### src/rtl/cpu_pkg.sv
// Shared decode-side types: immediate-extension mode encodings and the
// state encoding of the immediate-extension unit.
package cpu_pkg;

  typedef enum logic [1:0] {
    IMM_ROT8   = 2'b00,
    IMM_ZEXT12 = 2'b01,
    IMM_SEXT12 = 2'b10,
    IMM_BR24   = 2'b11
  } imm_mode_e;

  typedef enum logic {
    IDLE = 1'b0,
    ROT  = 1'b1
  } imm_state_e;

  localparam int unsigned IMM_W = 24;
  localparam int unsigned ROT_W = 4;

endpackage : cpu_pkg

### src/rtl/imm_ror_comb.sv
// Combinational DATA_W-bit rotate-right by an even amount (2 * rot4).
module imm_ror_comb
  import cpu_pkg::*;
#(
  parameter int unsigned DATA_W = 32
) (
  input  logic [DATA_W-1:0] data,
  input  logic [ROT_W-1:0]  rot4,
  output logic [DATA_W-1:0] result
);

  logic [ROT_W:0] amt;

  // Shifting the doubled word right and keeping the low half is a rotate.
  assign amt    = {rot4, 1'b0};
  assign result = DATA_W'({data, data} >> amt);

endmodule : imm_ror_comb

### src/rtl/imm_extend_unit.sv
// Immediate-extension unit: turns the 24-bit instruction immediate into a
// DATA_W-bit operand with a registered valid/ready output stage.
module imm_extend_unit
  import cpu_pkg::*;
#(
  parameter int unsigned DATA_W    = 32,
  parameter bit          ITERATIVE = 1'b0
) (
  input  logic              clk,
  input  logic              rst_n,
  input  logic              in_valid,
  output logic              in_ready,
  input  logic [IMM_W-1:0]  imm_in,
  input  logic [1:0]        mode,
  output logic              out_valid,
  input  logic              out_ready,
  output logic [DATA_W-1:0] out_imm,
  output logic              busy
);

  imm_state_e          state, state_next;
  logic [DATA_W-1:0]   work, work_next;
  logic [ROT_W-1:0]    count, count_next;
  logic [DATA_W-1:0]   out_imm_next;
  logic                out_valid_next;

  imm_mode_e           mode_e;
  logic [ROT_W-1:0]    rot_amt;
  logic [DATA_W-1:0]   zext8;
  logic [DATA_W-1:0]   rot8_res;
  logic [DATA_W-1:0]   step_out;
  logic [DATA_W-1:0]   single_res;
  logic                accept;
  logic                go_rot;

  assign mode_e  = imm_mode_e'(mode);
  assign rot_amt = imm_in[11:8];
  assign zext8   = {{(DATA_W-8){1'b0}}, imm_in[7:0]};

  generate
    if (ITERATIVE) begin : g_iter
      logic [DATA_W-1:0] step_in;

      // One rotator serves both the first step from IDLE and every ROT step.
      assign step_in  = (state == ROT) ? work : zext8;
      assign rot8_res = rot_amt[0] ? step_out : zext8;

      imm_ror_comb #(.DATA_W(DATA_W)) u_ror_step (
        .data   (step_in),
        .rot4   (4'd1),
        .result (step_out)
      );
    end else begin : g_barrel
      assign step_out = '0;

      imm_ror_comb #(.DATA_W(DATA_W)) u_ror_full (
        .data   (zext8),
        .rot4   (rot_amt),
        .result (rot8_res)
      );
    end
  endgenerate

  always_comb begin
    single_res = '0;
    unique case (mode_e)
      IMM_ROT8:   single_res = rot8_res;
      IMM_ZEXT12: single_res = {{(DATA_W-12){1'b0}}, imm_in[11:0]};
      IMM_SEXT12: single_res = {{(DATA_W-12){imm_in[11]}}, imm_in[11:0]};
      // imm_in[23] is reused as the top offset bit so the replication is never empty.
      IMM_BR24:   single_res = {{(DATA_W-25){imm_in[23]}}, imm_in[22:0], 2'b00};
      default:    single_res = '0;
    endcase
  end

  assign in_ready = (state == IDLE) && (!out_valid || out_ready);
  assign accept   = in_valid && in_ready;
  assign go_rot   = ITERATIVE && (mode_e == IMM_ROT8) && (rot_amt >= 4'd2);
  assign busy     = (state == ROT);

  always_comb begin
    // NOTE: every output of this block gets a default first, so no path can infer a latch.
    state_next     = state;
    work_next      = work;
    count_next     = count;
    out_imm_next   = out_imm;
    out_valid_next = out_valid;

    if (out_valid && out_ready) begin
      out_valid_next = 1'b0;
    end

    unique case (state)
      IDLE: begin
        if (accept) begin
          if (go_rot) begin
            state_next = ROT;
            work_next  = step_out;
            count_next = rot_amt - 4'd1;
          end else begin
            out_imm_next   = single_res;
            out_valid_next = 1'b1;
          end
        end
      end
      ROT: begin
        work_next  = step_out;
        count_next = count - 4'd1;
        if (count == 4'd1) begin
          out_imm_next   = step_out;
          out_valid_next = 1'b1;
          state_next     = IDLE;
        end
      end
      default: state_next = IDLE;
    endcase
  end

  // NOTE: state registers use non-blocking assignments so every flop samples pre-edge values.
  always_ff @(posedge clk or negedge rst_n) begin
    if (!rst_n) begin
      state     <= IDLE;
      work      <= '0;
      count     <= '0;
      out_imm   <= '0;
      out_valid <= 1'b0;
    end else begin
      state     <= state_next;
      work      <= work_next;
      count     <= count_next;
      out_imm   <= out_imm_next;
      out_valid <= out_valid_next;
    end
  end

endmodule : imm_extend_unit
### config.mk
export PLATFORM = sky130hd
export DESIGN_NAME = imm_extend_unit
export DESIGN_NICKNAME = d
export VERILOG_FILES = /design/src/rtl/cpu_pkg.sv /design/src/rtl/imm_ror_comb.sv /design/src/rtl/imm_extend_unit.sv
export SDC_FILE = /design/constraint.sdc
export NUM_CORES = 1
export LEC_CHECK = 0
export BUFFER_PORTS_ARGS = -buffer_cell sky130_fd_sc_hd__buf_2
export CAP_MARGIN = 20
export CORE_AREA = 2 2 59 84
export DETAILED_ROUTE_END_ITERATION = 6
export DIE_AREA = 0 0 61 86
export GPL_ROUTABILITY_DRIVEN = 0
export PLACE_DENSITY_LB_ADDON = 0.12
export SYNTH_ARGS = -nofsm -noshare
export SYNTH_HDL_FRONTEND = slang
export SYNTH_SLANG_ARGS = --single-unit
export TNS_END_PERCENT = 5
### constraint.sdc
create_clock -name clk -period 2.6 [get_ports clk]
set_input_delay 0.13 -clock clk [delete_from_list [all_inputs] [get_ports clk]]
set_output_delay 0.13 -clock clk [all_outputs]
set_load 0.05 [all_outputs]
# Word-level counts from Yosys, hierarchy flattened
# Index checks and enable logic that the tools add are counted.
[op_classes]
n_addsub = 1
n_eq_ne = 6
shift = 1
mux = 11
n_bitwise = 1
reduce_logical = 7
[ops]
columns = ["operator", "n"]
rows = [
  ["32-bit one-hot mux with 4 select lines", 1],
  ["32-bit 2-to-1 mux", 2],
  ["32-bit one-hot mux with 2 select lines", 1],
  ["40-bit by 5-bit right shift with 32-bit output", 1],
  ["2-bit == test (second input constant)", 2],
  ["4-bit by 1-bit == test with 1-bit output (second input constant)", 1],
  ["1-bit 2-to-1 mux", 4],
  ["4-bit 2-to-1 mux", 1],
  ["1-bit one-hot mux with 2 select lines", 2],
  ["4-bit by 1-bit subtractor with 4-bit output (second input constant)", 1],
  ["1-bit logical AND", 3],
  ["2-bit by 1-bit == test with 1-bit output (second input constant)", 1],
  ["2-bit logical NOT", 1],
  ["2-bit by 1-bit inequality test with 1-bit output (second input constant)", 1],
  ["2-bit inequality test (second input constant)", 1],
  ["2-bit AND reduction", 1],
  ["1-bit logical NOT", 1],
  ["1-bit logical OR", 1],
  ["1-bit NOT", 1],
]
[word_totals]
ff_bits = 38
input_bits = 30
out_inout_bits = 35
word_cells = 31

# Logic depth before layout (Yosys ltp)
[logic_depth]
depth_word = 6
depth_mapped = 7
mapped_depth_nobuf = 6

# Hierarchy
# From an unflattened synthesis, not the netlist that was laid out.
[unflattened]
hier_cells = 261
hier_area_um2 = 3799.9
[modules_own_cells]
columns = ["mod", "n_inst", "cells_per_inst", "area_per_inst_um2", "seq_area_each_um2"]
rows = [
  ["imm_extend_unit", 1, 181, 2218.4, 950.9],
  ["imm_ror_comb", 1, 80, 1581.5, 0.0],
]

# Worst setup path after synthesis
# Ideal clock, no wire load.
[synth_timing]
path_type = "register to register"
start = "register state (netlist: busy)"
end = "register out_imm[10]"
setup_ps = 76
t_arrival_ps = 1627
t_required_ps = 2524
slack_ps = 897
path_stages_with_launch = 5
n_path_buf = 0
synth_period_minus_slack_ps = 1703
path_cell_list = "dfrtp_1 and4bb_2 a21oi_2 or4_1 o21ai_1"
[synth_via]
elab_chain_len = 5
elab_cells_between_ends = 7
cone_classes = "eq/ne: 2; mux: 1; bitwise: 1; reduce/logical: 3"
[synth_lines]
columns = ["element", "line", "rtl"]
rows = [
  ["from (decl)", "imm_extend_unit.sv:21", "imm_state_e state, state_next;"],
  ["from (signal assigned)", "imm_extend_unit.sv:128", "state <= state_next;"],
  ["1-bit NOT", "n/a", ""],
  ["1-bit logical AND", "imm_extend_unit.sv:76", "assign in_ready = (state == IDLE) && (!out_valid || out_ready);"],
  ["1-bit logical AND", "imm_extend_unit.sv:77", "assign accept = in_valid && in_ready;"],
  ["2-bit inequality test (no source line)", "n/a", ""],
  ["2-bit AND reduction (no source line)", "n/a", ""],
  ["to (signal assigned)", "imm_extend_unit.sv:131", "out_imm <= out_imm_next;"],
  ["to (decl)", "imm_extend_unit.sv:17", "output logic [DATA_W-1:0] out_imm,"],
]
# Parallel ways exist; a longest one is shown, timed or not.
# A chain may end at the register's enable or synchronous reset.

# Final worst setup path
[layout_timing]
start = "register state (netlist: busy)"
end = "register out_imm[4]"
# The elaborated chain is that of the path after synthesis.

==> flow_summary.yaml <==
timing:
  final_hold_viol_count: 0
  rsz0062_at_grt: "no"
  fin_setup_tns_ns: 0
  finalSetupViolations: 0
  drv_slew: 0
  worst_slack_ns: 0.613
  min_period_over_period: 0.764
  fmax_mhz: 503
  clock_skew_ns: 0.00528
  relSlewSlack: 0.441
  period_needed_ns: 1.99
  worstMarginPinSlew_ns: 0.839
critical_path:
  r2r_end: "out_imm[4]"
  path_cells: "nor2b_1 > nand2_1 > or4_1 > o211ai_1"
  reg2reg_from: "busy"
  crit_required_ns: 2.81
  critical-path-max-stage-delay_ns: 0.62
  reg2reg_depth: 4
  reg2reg_slack_ns: 0.61
  arrival_ns: 2.20
  slowest_stage: "or4_1"
  crit_path_start_kind: "flip-flop"
  end_kind: "flip-flop"
  cp_max_fo: 14
  crit_type: "reg -> reg"
logic_synthesis:
  synth_edf_count: 0
  synth_top_family_by_area: "compound AO/OA/AOI/OAI gates"
  synthSimpleGateAreaFrac: 0.184
  synth_xor_area_frac: 0.0145
  ys_types: 53
  syn-num-nets: 294
  synthMuxAreaShare: 0.0592
  yosys_warnings: 0
  syn_area_per_cell_sq_um: 9.20
  async_flop_share: 1.00
  netlist_instances: 262
  syn-cell-area_sq_um: 2410
  synthAdderAreaFrac: 0.0104
  synth_flop_cell: "dfrtp_1"
  synth_compound_area_frac: 0.283
  synth-seq-cells: 38
  yosysSeqAreaShare: 0.395
routing:
  via_per_inst: 5.96
  drt_wl_total_microns: 6740
  wire_per_inst_microns: 17.7
  firstDrtPassIters: 5
  via_count: 2265
  ant_nets: 0
  route.detailed.drc: 0
  drt_first_iter_violations: 150
die:
  start_util: 0.540
  core_sq_um: 4460
  pin_count: 65
  fp.dieH_microns: 86
  die_area_sq_um: 5250
  die_width_microns: 61
  row_count: 29
global_route:
  antenna_found_initial: 0
  grt_use_total: 0.275
  grt-busiest-layer: "met2"
  overflow: 0
  use_met1: 0.350
  met2_usage: 0.433
  grt_pass1_vias: 2273
  grt_max_degree: 39
  grt_pass1_wl_microns: 10900
  met3_usage: 0.0422
clocking:
  numCtsBuffers: 5
  path_clk_slew_ns: 0.08
  cts_root_buf: "clkbuf_8"
  cts_tree: "built"
  cts_sinks: 38
  insertion_delay_ns: 0.30
  cts_buffer_depth: 2
  cts_max_level: 2
  post_cts_buffers: 0
finish:
  stdcell_area_sq_um: 2830
  fill_cells: 416
  diodes: 0
  fin_nets: 349
  area_growth_pct: 17.2
  drive_gt1_frac: 0.280
placement:
  preCtsSetupSlack_ns: 0.652
  place_area_sq_um: 2720
  dpl.hpwl_microns: 4870
  portBuffers: 64
power:
  ir_drop_mv: 0.336
  p_per_area_nw_per_um2: 644
  p_leak_nw: 1.30
flow_run:
  drv_cap: 0
hold_path:
  worstHoldStart: "imm_in[1]"
  hold_depth: 2
  worstHoldEndpoint: "out_imm[1]"
  hold_path_class: "in -> reg"
run_status:
  status: "completed"
==> final cells by class <==
type                       count  area [sq um]  area share
clock buffer                   6          82.6      0.0292
clock inverter                 2          12.5     0.00443
inverter                       3          11.3     0.00399
multi-input combinational    200          1330       0.471
sequential                    38           951       0.337
tap                           62          77.6      0.0275
timing repair buffer          69           360       0.128
==> worst max path at each step <==
stage	cells past startpoint	slack (ns)	endpoint	startpoint
2_1_floorplan	4	0.90	out_imm[10]	busy
3_3_place_gp	4	0.73	out_imm[4]	busy
3_5_place_dp	4	0.65	out_imm[4]	busy
4_1_cts	4	0.63	out_imm[4]	busy
5_1_grt	4	0.48	out_imm[4]	busy
6_report	4	0.61	out_imm[4]	busy
==> report_power, final <==
group | total, mW | internal [mW] | switching [mW]
logic | 0.679 | 0.187 | 0.492
registers | 0.707 | 0.667 | 0.0393
clock network | 0.435 | 0.213 | 0.221
total | 1.82 | 1.07 | 0.753
==> kinds of logic after synthesis <==
logic type | Yosys count
AO/OA/AOI/OAI | 93
XOR/XNOR | 4
adder cells (fa/ha/maj) | 2
buffers and inverters | 24
flip-flops | 38
multiplexers | 13
AND/OR/NAND/NOR | 88
==> layer usage <==
layer | share of wire | vias up
met5 | 0 | -
met4 | 0.035 | 0
met3 | 0.061 | 22
met2 | 0.50 | 105
met1 | 0.41 | 1046
li1 | - | 1092
==> registers in the layout, summed over array words and instances (netlist names) <==
signal / cells
out_imm: 32
count: 4
out_valid: 1
busy: 1
==> Yosys cell counts, types with 4 or more instances <==
master,number,area share
nand3_1,6,0.012
nor2b_1,8,0.021
and2_1,4,0.010
a221o_1,4,0.017
nor2_1,15,0.023
nand2_1,30,0.047
a22o_1,18,0.065
dfrtp_1,38,0.39
buf_2,13,0.027
nor4_1,4,0.010
clkbuf_1,5,0.0078
nand2b_1,10,0.026
mux2i_1,6,0.025
o21ai_0,11,0.023
mux2_2,6,0.028
a211oi_1,4,0.012
o22ai_1,7,0.018
a21oi_1,16,0.033
a32o_1,5,0.021
==> placed cells by master, fill, tap and decap left out, types with 3 or more instances in the layout <==
cell | Yosys | final
a32oi_1 | 3 | 3
clkbuf_8 | 0 | 6
nand2_1 | 30 | 30
nand2b_1 | 10 | 10
buf_4 | 0 | 4
nor2b_1 | 8 | 8
dfrtp_1 | 38 | 38
mux2_2 | 6 | 6
a21boi_0 | 3 | 3
a22o_1 | 18 | 18
a32o_1 | 5 | 5
a211oi_1 | 4 | 4
inv_1 | 3 | 3
mux2i_1 | 6 | 6
nor2_1 | 15 | 15
a21oi_1 | 16 | 16
nand3_1 | 6 | 6
and2_1 | 4 | 4
o21ai_0 | 11 | 11
o22ai_1 | 7 | 7
buf_2 | 13 | 64
o211ai_1 | 3 | 3
a221o_1 | 4 | 4
nor4_1 | 4 | 4
==> worst max-delay path: cells and delay by family (launching register included) <==
family           cells  cell delay [ns]
AO/OA/AOI/OAI        1             0.10
flip-flops           1             0.52
AND/OR/NAND/NOR      3             1.28
==> metrics by stage <==
step | utilization | std cells | hold WS (ns) | power [mW]
2_1_floorplan | - | 262 | -0.166 | 1.22
3_3_place_gp | 0.609 | 371 | 0.275 | 1.39
3_5_place_dp | 0.609 | 371 | 0.283 | 1.40
4_1_cts | 0.633 | 380 | 0.151 | 1.83
5_1_grt | 0.633 | 380 | 0.148 | 1.91
6_report | 0.633 | 380 | 0.162 | 1.82
==> repair_timing <==
item | in CTS | in global routing
endpoints found under the hold margin | 38 | 0
hold buffers | 1 | 0
gates resized for setup | 0 | 0
(Power assumes the default switching activity.)
